<file path="src/rtl/i2s_mic_array_tx.sv">
// -----------------------------------------------------------------------------
// i2s_mic_array_tx
//
// I2S clock-master source that emulates a 16-microphone array. Once per lr_clk
// period it sends one 16-channel PCM frame on 8 data lines, two mics per line
// (left slot = mic 2n, right slot = mic 2n+1). The format is standard I2S: MSB
// first, one bit_clk of delay after each lr_clk edge, and each sample
// left-justified in a SLOT_W-bit slot.
//
// Frames enter through a one-deep holding register with a valid/ready
// handshake. At each frame boundary the holding register is copied into the
// shadow register, and the shadow register is what gets serialised.
//
// Optional build macro:
//   I2S_TX_REPEAT_ON_UNDERRUN_EN - if holding is empty at a boundary, shadow
//                                  keeps its contents and the last frame is
//                                  sent again. Without the macro a zero frame
//                                  is sent. The underrun pulse fires either way.
//
// Ports:
//   clk, rst_n     system clock, asynchronous active-low reset
//   en             run enable (0 lets the current frame finish, then idles)
//   in_valid       a frame is offered on in_data
//   in_ready       holding register empty
//   in_data        16 samples; mic k at [k*SAMPLE_W +: SAMPLE_W]
//   bit_clk        serial bit clock, period 2*CLK_DIV clk cycles
//   lr_clk         word select: 0 = left slot, 1 = right slot
//   sd[7:0]        serial data, one line per mic pair
//   frame_strobe   one-clk pulse at every frame boundary
//   underrun       one-clk pulse when a boundary finds holding empty
// -----------------------------------------------------------------------------
module i2s_mic_array_tx #(
  parameter int SAMPLE_W = 24,
  parameter int SLOT_W   = 32,
  parameter int CLK_DIV  = 4
) (
  input  logic                   clk,
  input  logic                   rst_n,
  input  logic                   en,
  input  logic                   in_valid,
  output logic                   in_ready,
  input  logic [16*SAMPLE_W-1:0] in_data,
  output logic                   bit_clk,
  output logic                   lr_clk,
  output logic [7:0]             sd,
  output logic                   frame_strobe,
  output logic                   underrun
);

  localparam int DATA_W  = 16 * SAMPLE_W;
  localparam int FRAME_W = 2 * SLOT_W;
  localparam int BIT_W   = $clog2(FRAME_W);
  localparam int DIV_W   = $clog2(CLK_DIV);

  typedef enum logic [1:0] {
    IDLE  = 2'd0,
    RUN   = 2'd1,
    DRAIN = 2'd2
  } state_t;

  state_t            state_r;
  logic [DIV_W-1:0]  div_cnt_r;
  logic              bit_clk_r;
  logic [BIT_W-1:0]  bit_idx_r;
  logic              lr_clk_r;
  logic [7:0]        sd_r;
  logic              frame_strobe_r;
  logic              underrun_r;
  logic              in_ready_r;
  logic              hold_full_r;
  logic [DATA_W-1:0] hold_r;
  logic [DATA_W-1:0] shadow_r;

  logic              div_tc_s;
  logic              fall_s;
  logic              wrap_s;
  logic              start_s;
  logic              stop_s;
  logic              boundary_s;
  logic              take_s;
  logic              hold_full_next_s;
  logic [7:0]        sd_fall_s;
  logic [7:0]        sd_start_s;

  // Return serial bit idx (0 = first bit after the lr_clk edge) of the
  // {L,R} word pair on data line 'line'. Slot bits past SAMPLE_W are padding.
  function automatic logic serial_bit(input logic [DATA_W-1:0] frm,
                                      input int line, input int idx);
    logic [SAMPLE_W-1:0] word_v;
    int                  mic_v;
    int                  pos_v;
    logic                bit_v;
    if (idx >= SLOT_W) begin
      mic_v = 2 * line + 1;
      pos_v = idx - SLOT_W;
    end else begin
      mic_v = 2 * line;
      pos_v = idx;
    end
    word_v = SAMPLE_W'(frm >> (mic_v * SAMPLE_W));
    word_v = word_v << pos_v;
    if (pos_v < SAMPLE_W) begin
      bit_v = word_v[SAMPLE_W-1];
    end else begin
      bit_v = 1'b0;
    end
    return bit_v;
  endfunction

  // On the bit_clk fall that moves b to b+1, the line must carry serial bit b.
  // The boundary fall uses b = FRAME_W-1, which is the last bit of R (still
  // read from the outgoing shadow). A start from IDLE also repeats the last
  // bit of the previous frame.
  for (genvar n = 0; n < 8; n++) begin : g_line
    assign sd_fall_s[n]  = serial_bit(shadow_r, n, int'(bit_idx_r));
    assign sd_start_s[n] = serial_bit(shadow_r, n, FRAME_W - 1);
  end

  // Divider terminal count and frame-position events.
  always_comb begin
    div_tc_s   = (div_cnt_r == DIV_W'(CLK_DIV - 1));
    fall_s     = (state_r != IDLE) && div_tc_s && bit_clk_r;
    wrap_s     = fall_s && (bit_idx_r == BIT_W'(FRAME_W - 1));
    start_s    = (state_r == IDLE) && en;
    stop_s     = wrap_s && (state_r == DRAIN) && !en;
    boundary_s = start_s || (wrap_s && !stop_s);
    take_s     = in_valid && in_ready_r;
  end

  // Holding-register occupancy. A take and a boundary can only coincide while
  // holding is empty, so the new frame stays in holding for the next boundary.
  always_comb begin
    if (take_s) begin
      hold_full_next_s = 1'b1;
    end else if (boundary_s) begin
      hold_full_next_s = 1'b0;
    end else begin
      hold_full_next_s = hold_full_r;
    end
  end

  // Input handshake, holding register and shadow register.
  always_ff @(posedge clk or negedge rst_n) begin
    if (!rst_n) begin
      hold_r      <= {DATA_W{1'b0}};
      hold_full_r <= 1'b0;
      in_ready_r  <= 1'b1;
      shadow_r    <= {DATA_W{1'b0}};
    end else begin
      hold_full_r <= hold_full_next_s;
      in_ready_r  <= !hold_full_next_s;
      if (take_s) begin
        hold_r <= in_data;
      end
      if (boundary_s) begin
        if (hold_full_r) begin
          shadow_r <= hold_r;
        end else begin
`ifdef I2S_TX_REPEAT_ON_UNDERRUN_EN
          shadow_r <= shadow_r;
`else
          shadow_r <= {DATA_W{1'b0}};
`endif
        end
      end
    end
  end

  // Frame sequencer: run state, bit_clk divider, bit index and serial outputs.
  always_ff @(posedge clk or negedge rst_n) begin
    if (!rst_n) begin
      state_r        <= IDLE;
      div_cnt_r      <= {DIV_W{1'b0}};
      bit_clk_r      <= 1'b0;
      bit_idx_r      <= {BIT_W{1'b0}};
      lr_clk_r       <= 1'b0;
      sd_r           <= 8'h00;
      frame_strobe_r <= 1'b0;
      underrun_r     <= 1'b0;
    end else begin
      frame_strobe_r <= 1'b0;
      underrun_r     <= 1'b0;
      case (state_r)
        IDLE: begin
          div_cnt_r <= {DIV_W{1'b0}};
          bit_clk_r <= 1'b0;
          bit_idx_r <= {BIT_W{1'b0}};
          lr_clk_r  <= 1'b0;
          if (start_s) begin
            state_r        <= RUN;
            frame_strobe_r <= 1'b1;
            underrun_r     <= !hold_full_r;
            sd_r           <= sd_start_s;
          end else begin
            state_r <= IDLE;
            sd_r    <= 8'h00;
          end
        end
        RUN, DRAIN: begin
          if (div_tc_s) begin
            div_cnt_r <= {DIV_W{1'b0}};
            bit_clk_r <= !bit_clk_r;
          end else begin
            div_cnt_r <= div_cnt_r + DIV_W'(1);
          end
          if (stop_s) begin
            // The draining frame is complete: go quiet without a new boundary.
            state_r   <= IDLE;
            bit_idx_r <= {BIT_W{1'b0}};
            lr_clk_r  <= 1'b0;
            sd_r      <= 8'h00;
          end else if (wrap_s) begin
            state_r        <= en ? RUN : DRAIN;
            bit_idx_r      <= {BIT_W{1'b0}};
            lr_clk_r       <= 1'b0;
            sd_r           <= sd_fall_s;
            frame_strobe_r <= 1'b1;
            underrun_r     <= !hold_full_r;
          end else if (fall_s) begin
            state_r   <= en ? RUN : DRAIN;
            bit_idx_r <= bit_idx_r + BIT_W'(1);
            lr_clk_r  <= (bit_idx_r >= BIT_W'(SLOT_W - 1));
            sd_r      <= sd_fall_s;
          end else begin
            state_r <= en ? RUN : DRAIN;
          end
        end
        default: begin
          state_r   <= IDLE;
          div_cnt_r <= {DIV_W{1'b0}};
          bit_clk_r <= 1'b0;
          bit_idx_r <= {BIT_W{1'b0}};
          lr_clk_r  <= 1'b0;
          sd_r      <= 8'h00;
        end
      endcase
    end
  end

  assign in_ready     = in_ready_r;
  assign bit_clk      = bit_clk_r;
  assign lr_clk       = lr_clk_r;
  assign sd           = sd_r;
  assign frame_strobe = frame_strobe_r;
  assign underrun     = underrun_r;

endmodule

</file>
<file path="config.mk">
export PLATFORM = sky130hd
export DESIGN_NAME = i2s_mic_array_tx
export DESIGN_NICKNAME = d
export VERILOG_FILES = /design/src/rtl/i2s_mic_array_tx.sv
export SDC_FILE = /design/constraint.sdc
export NUM_CORES = 1
export LEC_CHECK = 0
export CORE_ASPECT_RATIO = 0.5
export CORE_UTILIZATION = 45
export CTS_CLUSTER_SIZE = 12
export DETAILED_ROUTE_END_ITERATION = 8
export HOLD_SLACK_MARGIN = 0.02
export PLACE_DENSITY = 0.75
export SETUP_SLACK_MARGIN = 0.5
export SYNTH_ARGS = -nofsm -noshare
export SYNTH_HDL_FRONTEND = slang
export SYNTH_SLANG_ARGS = --single-unit
</file>
<file path="constraint.sdc">
create_clock -name clk -period 3.95 [get_ports clk]
set_input_delay 0.79 -clock clk [delete_from_list [all_inputs] [get_ports clk]]
set_output_delay 0.79 -clock clk [all_outputs]
set_load 0.005 [all_outputs]
</file>
==> impl_metrics.json <==
{
  "fin_crit_sh_pct": 78.3,
  "initial_core_util_pct": 45.6,
  "crit_family": "compound AO/OA/AOI/OAI gates",
  "fp.dieW_um": 387,
  "fin_crit_ns": 3.09,
  "overflow": 0,
  "cts_root_buffer": "clkbuf_16",
  "io_pins": 401,
  "hp-class": "input port to async pin",
  "r2r_slack_ns": 0.86,
  "dr.pass1.iters": 5,
  "antenna_found_initial": 11,
  "synthFlopType": "dfrtp_1",
  "worst-setup-path-type": "flop to flop",
  "yosysTopAreaCell": "dfrtp_1",
  "clk_latency_ns": 0.62,
  "p_per_area_nw_per_um2": 722,
  "cts_tree": "yes",
  "drv_cap": 0,
  "power_leakage_uw": 0.0172,
  "rsz0062_at_grt": "no",
  "netlist_area_um2": 33300,
  "synth_top_cell_area_share_pct": 59.4,
  "gp_congestion": 0.843,
  "critPathCapture": "shadow_r[236]$_DFFE_PN0P_",
  "synth_compound_area_share_pct": 7.11,
  "crit_required_ns": 4.43,
  "outcome": "complete, no violations",
  "cts.path.max_buffers": 3,
  "ir_drop_v": 0.000580,
  "clock_sinks": 792,
  "vias": 22300,
  "crit_path_start_kind": "flop",
  "cp.depth": 6,
  "postCtsSetupBuffers": 0,
  "r2r_cells": 6,
  "wl_mm": 83.7,
  "final_common_cell": "nand2_1",
  "fin_nets": 3548,
  "slowest_delay_ns": 0.83,
  "cts_hold_buffers": 0,
  "fin_hold_ws_ns": 0.185,
  "r2r-start": "bit_idx_r[0]$_DFFE_PN0P_",
  "synth_seq_area_share_pct": 59.5,
  "synth_simple_gate_area_share_pct": 9.85,
  "drc": 0,
  "vias_per_cell": 5.37,
  "finalSetupViolCount": 0,
  "synth.area.top_cells": "dfrtp_1 (59%), mux2_2 (13%), nand2_1 (8.9%)",
  "htree_levels": 3,
  "synth-xor-area-share_pct": 0.131,
  "drive_gt1_share_pct": 19.9,
  "drtIter0Drc": 1622,
  "synth_top_family_by_area": "multiplexers",
  "synth-seq-cells": 792,
  "post-place-ws_ns": 0.843,
  "critPathArrivalTime_ns": 3.58,
  "crit_path_top_delay_cell": "o22a_4",
  "num_rows": 70,
  "dieArea_um2": 75200,
  "synthAdderAreaFrac_pct": 0.225,
  "post-dp-hpwl_mm": 56.8,
  "worst_slack_ns": 0.856,
  "synthCells": 2830,
  "syn_nets": 3224,
  "area_growth_pct": 21.5,
  "async_flop_share_pct": 100,
  "first_global_vias": 23600,
  "cts_made_buffers": 77,
  "ys.warnings.count": 0,
  "fp.dieH_um": 194,
  "grt_max_degree": 118,
  "crit_start": "bit_idx_r[0]$_DFFE_PN0P_",
  "synth_mux_area_share_pct": 20.3,
  "slew_viol_final": 0,
  "cts_resized": 0,
  "grt_pass1_wl_mm": 132,
  "timing.fmax_ghz": 0.323,
  "final_cell_mix": "nand2_1 (787), dfrtp_1 (786), clkdlybuf4s50_1 (399)",
  "numPortBuffers": 400,
  "cp_cell_sequence": "ha_1 -> and4_1 -> a31oi_1 -> o22a_4 -> buf_4 -> o21ai_0",
  "path_max_fanout": 83,
  "core_um2": 73100,
  "hold_violations": 0,
  "setup_tns_ns": 0,
  "ys_types": 52,
  "antenna_left": 0,
  "reg2reg_to": "shadow_r[236]$_DFFE_PN0P_",
  "syn_avg_cell_area_um2": 11.8,
  "maxSlewHeadroom_pct": 32.5,
  "grt_usage_pct": 22.6,
  "crit_path_end_kind": "flop",
  "worst_pin_slew_ns": 1.01,
  "clk_pin_slew_ns": 0.06,
  "worst-path-buf-inv": 1,
  "wl_per_cell_um": 20.1,
  "skew_ns": 0.0179,
  "synth_edf_count": 0,
  "total_power_uw": 29300
}
[kinds of logic after synthesis]
| logic type | count (synthesis) |
|---|---|
| AOI/OAI and AO/OA | 448 |
| xor gates and xnor gates | 5 |
| adders and majority gates | 6 |
| buffers and inverters | 219 |
| DFF | 792 |
| muxes | 514 |
| and+or+nand+nor | 846 |
[power breakdown]
group / switching (µW) / leakage [µW] / internal, µW
sequential: 2030 / 0.00982 / 11600
combinational: 4460 / 0.00636 / 4440
clock: 2940 / 0.00104 / 3750
total: 9430 / 0.0172 / 19800
[synthesized netlist by cell type, types with 8 or more instances]
library cell  count
o211ai_1         15
nor3_1            8
a22oi_1           9
nor2_1           15
nand2_1         787
mux2i_1          30
buf_2            63
inv_1             9
mux2_2          396
buf_4             9
dfrtp_1         791
clkbuf_1        131
nand3_1           9
o21ai_0         390
mux4_2           84
[area by class of cell]
class	count	area [µm²]
Inverter	9	33.8
Timing Repair Buffer	455	4710
Clock buffer	98	2100
Multi-Input combinational cell	1819	12500
Tap cell	972	1220
Clock inverter	2	38.8
Sequential cell	792	19800
Antenna cell	10	25.0
Fill cell	5881	32600
[metal layers]
layer,track usage (%),share of wire [%]
met3,3.86,3.6
met1,27.6,40
met4,8.50,3.4
met2,40.1,53
met5,0,0.016
[registers in the layout, summed over array words and instances (netlist names)]
signal        count
bit_clk           1
sd                8
div_cnt_r         2
frame_strobe      1
underrun          1
state_r           2
hold_r          384
shadow_r        384
lr_clk            1
in_ready          1
hold_full_r       1
bit_idx_r         6
[metrics by stage]
step | utilization, % | area (µm²) | instances
after floorplan | - | 33300 | 2830
after CTS | 55.4 | 40500 | 4147
after global placement | 52.4 | 38300 | 4047
final | 55.4 | 40500 | 4157
after detailed placement | 52.4 | 38300 | 4047
after global routing | 55.4 | 40500 | 4157
[worst min-delay path by stage]
| stage | from | endpoint | slack, ns |
|---|---|---|---|
| 2_1_floorplan | div_cnt_r[0]$_DFF_PN0_ | div_cnt_r[0]$_DFF_PN0_ | 0.41 |
| 3_3_place_gp | div_cnt_r[0]$_DFF_PN0_ | div_cnt_r[0]$_DFF_PN0_ | 0.42 |
| 3_5_place_dp | div_cnt_r[0]$_DFF_PN0_ | div_cnt_r[0]$_DFF_PN0_ | 0.43 |
| 4_1_cts | rst_n | hold_r[300]$_DFFE_PN0P_ | 0.18 |
| 5_1_grt | rst_n | hold_r[300]$_DFFE_PN0P_ | 0.20 |
| 6_report | rst_n | hold_r[300]$_DFFE_PN0P_ | 0.19 |
Note: power is estimated with default switching activity, not from simulation.
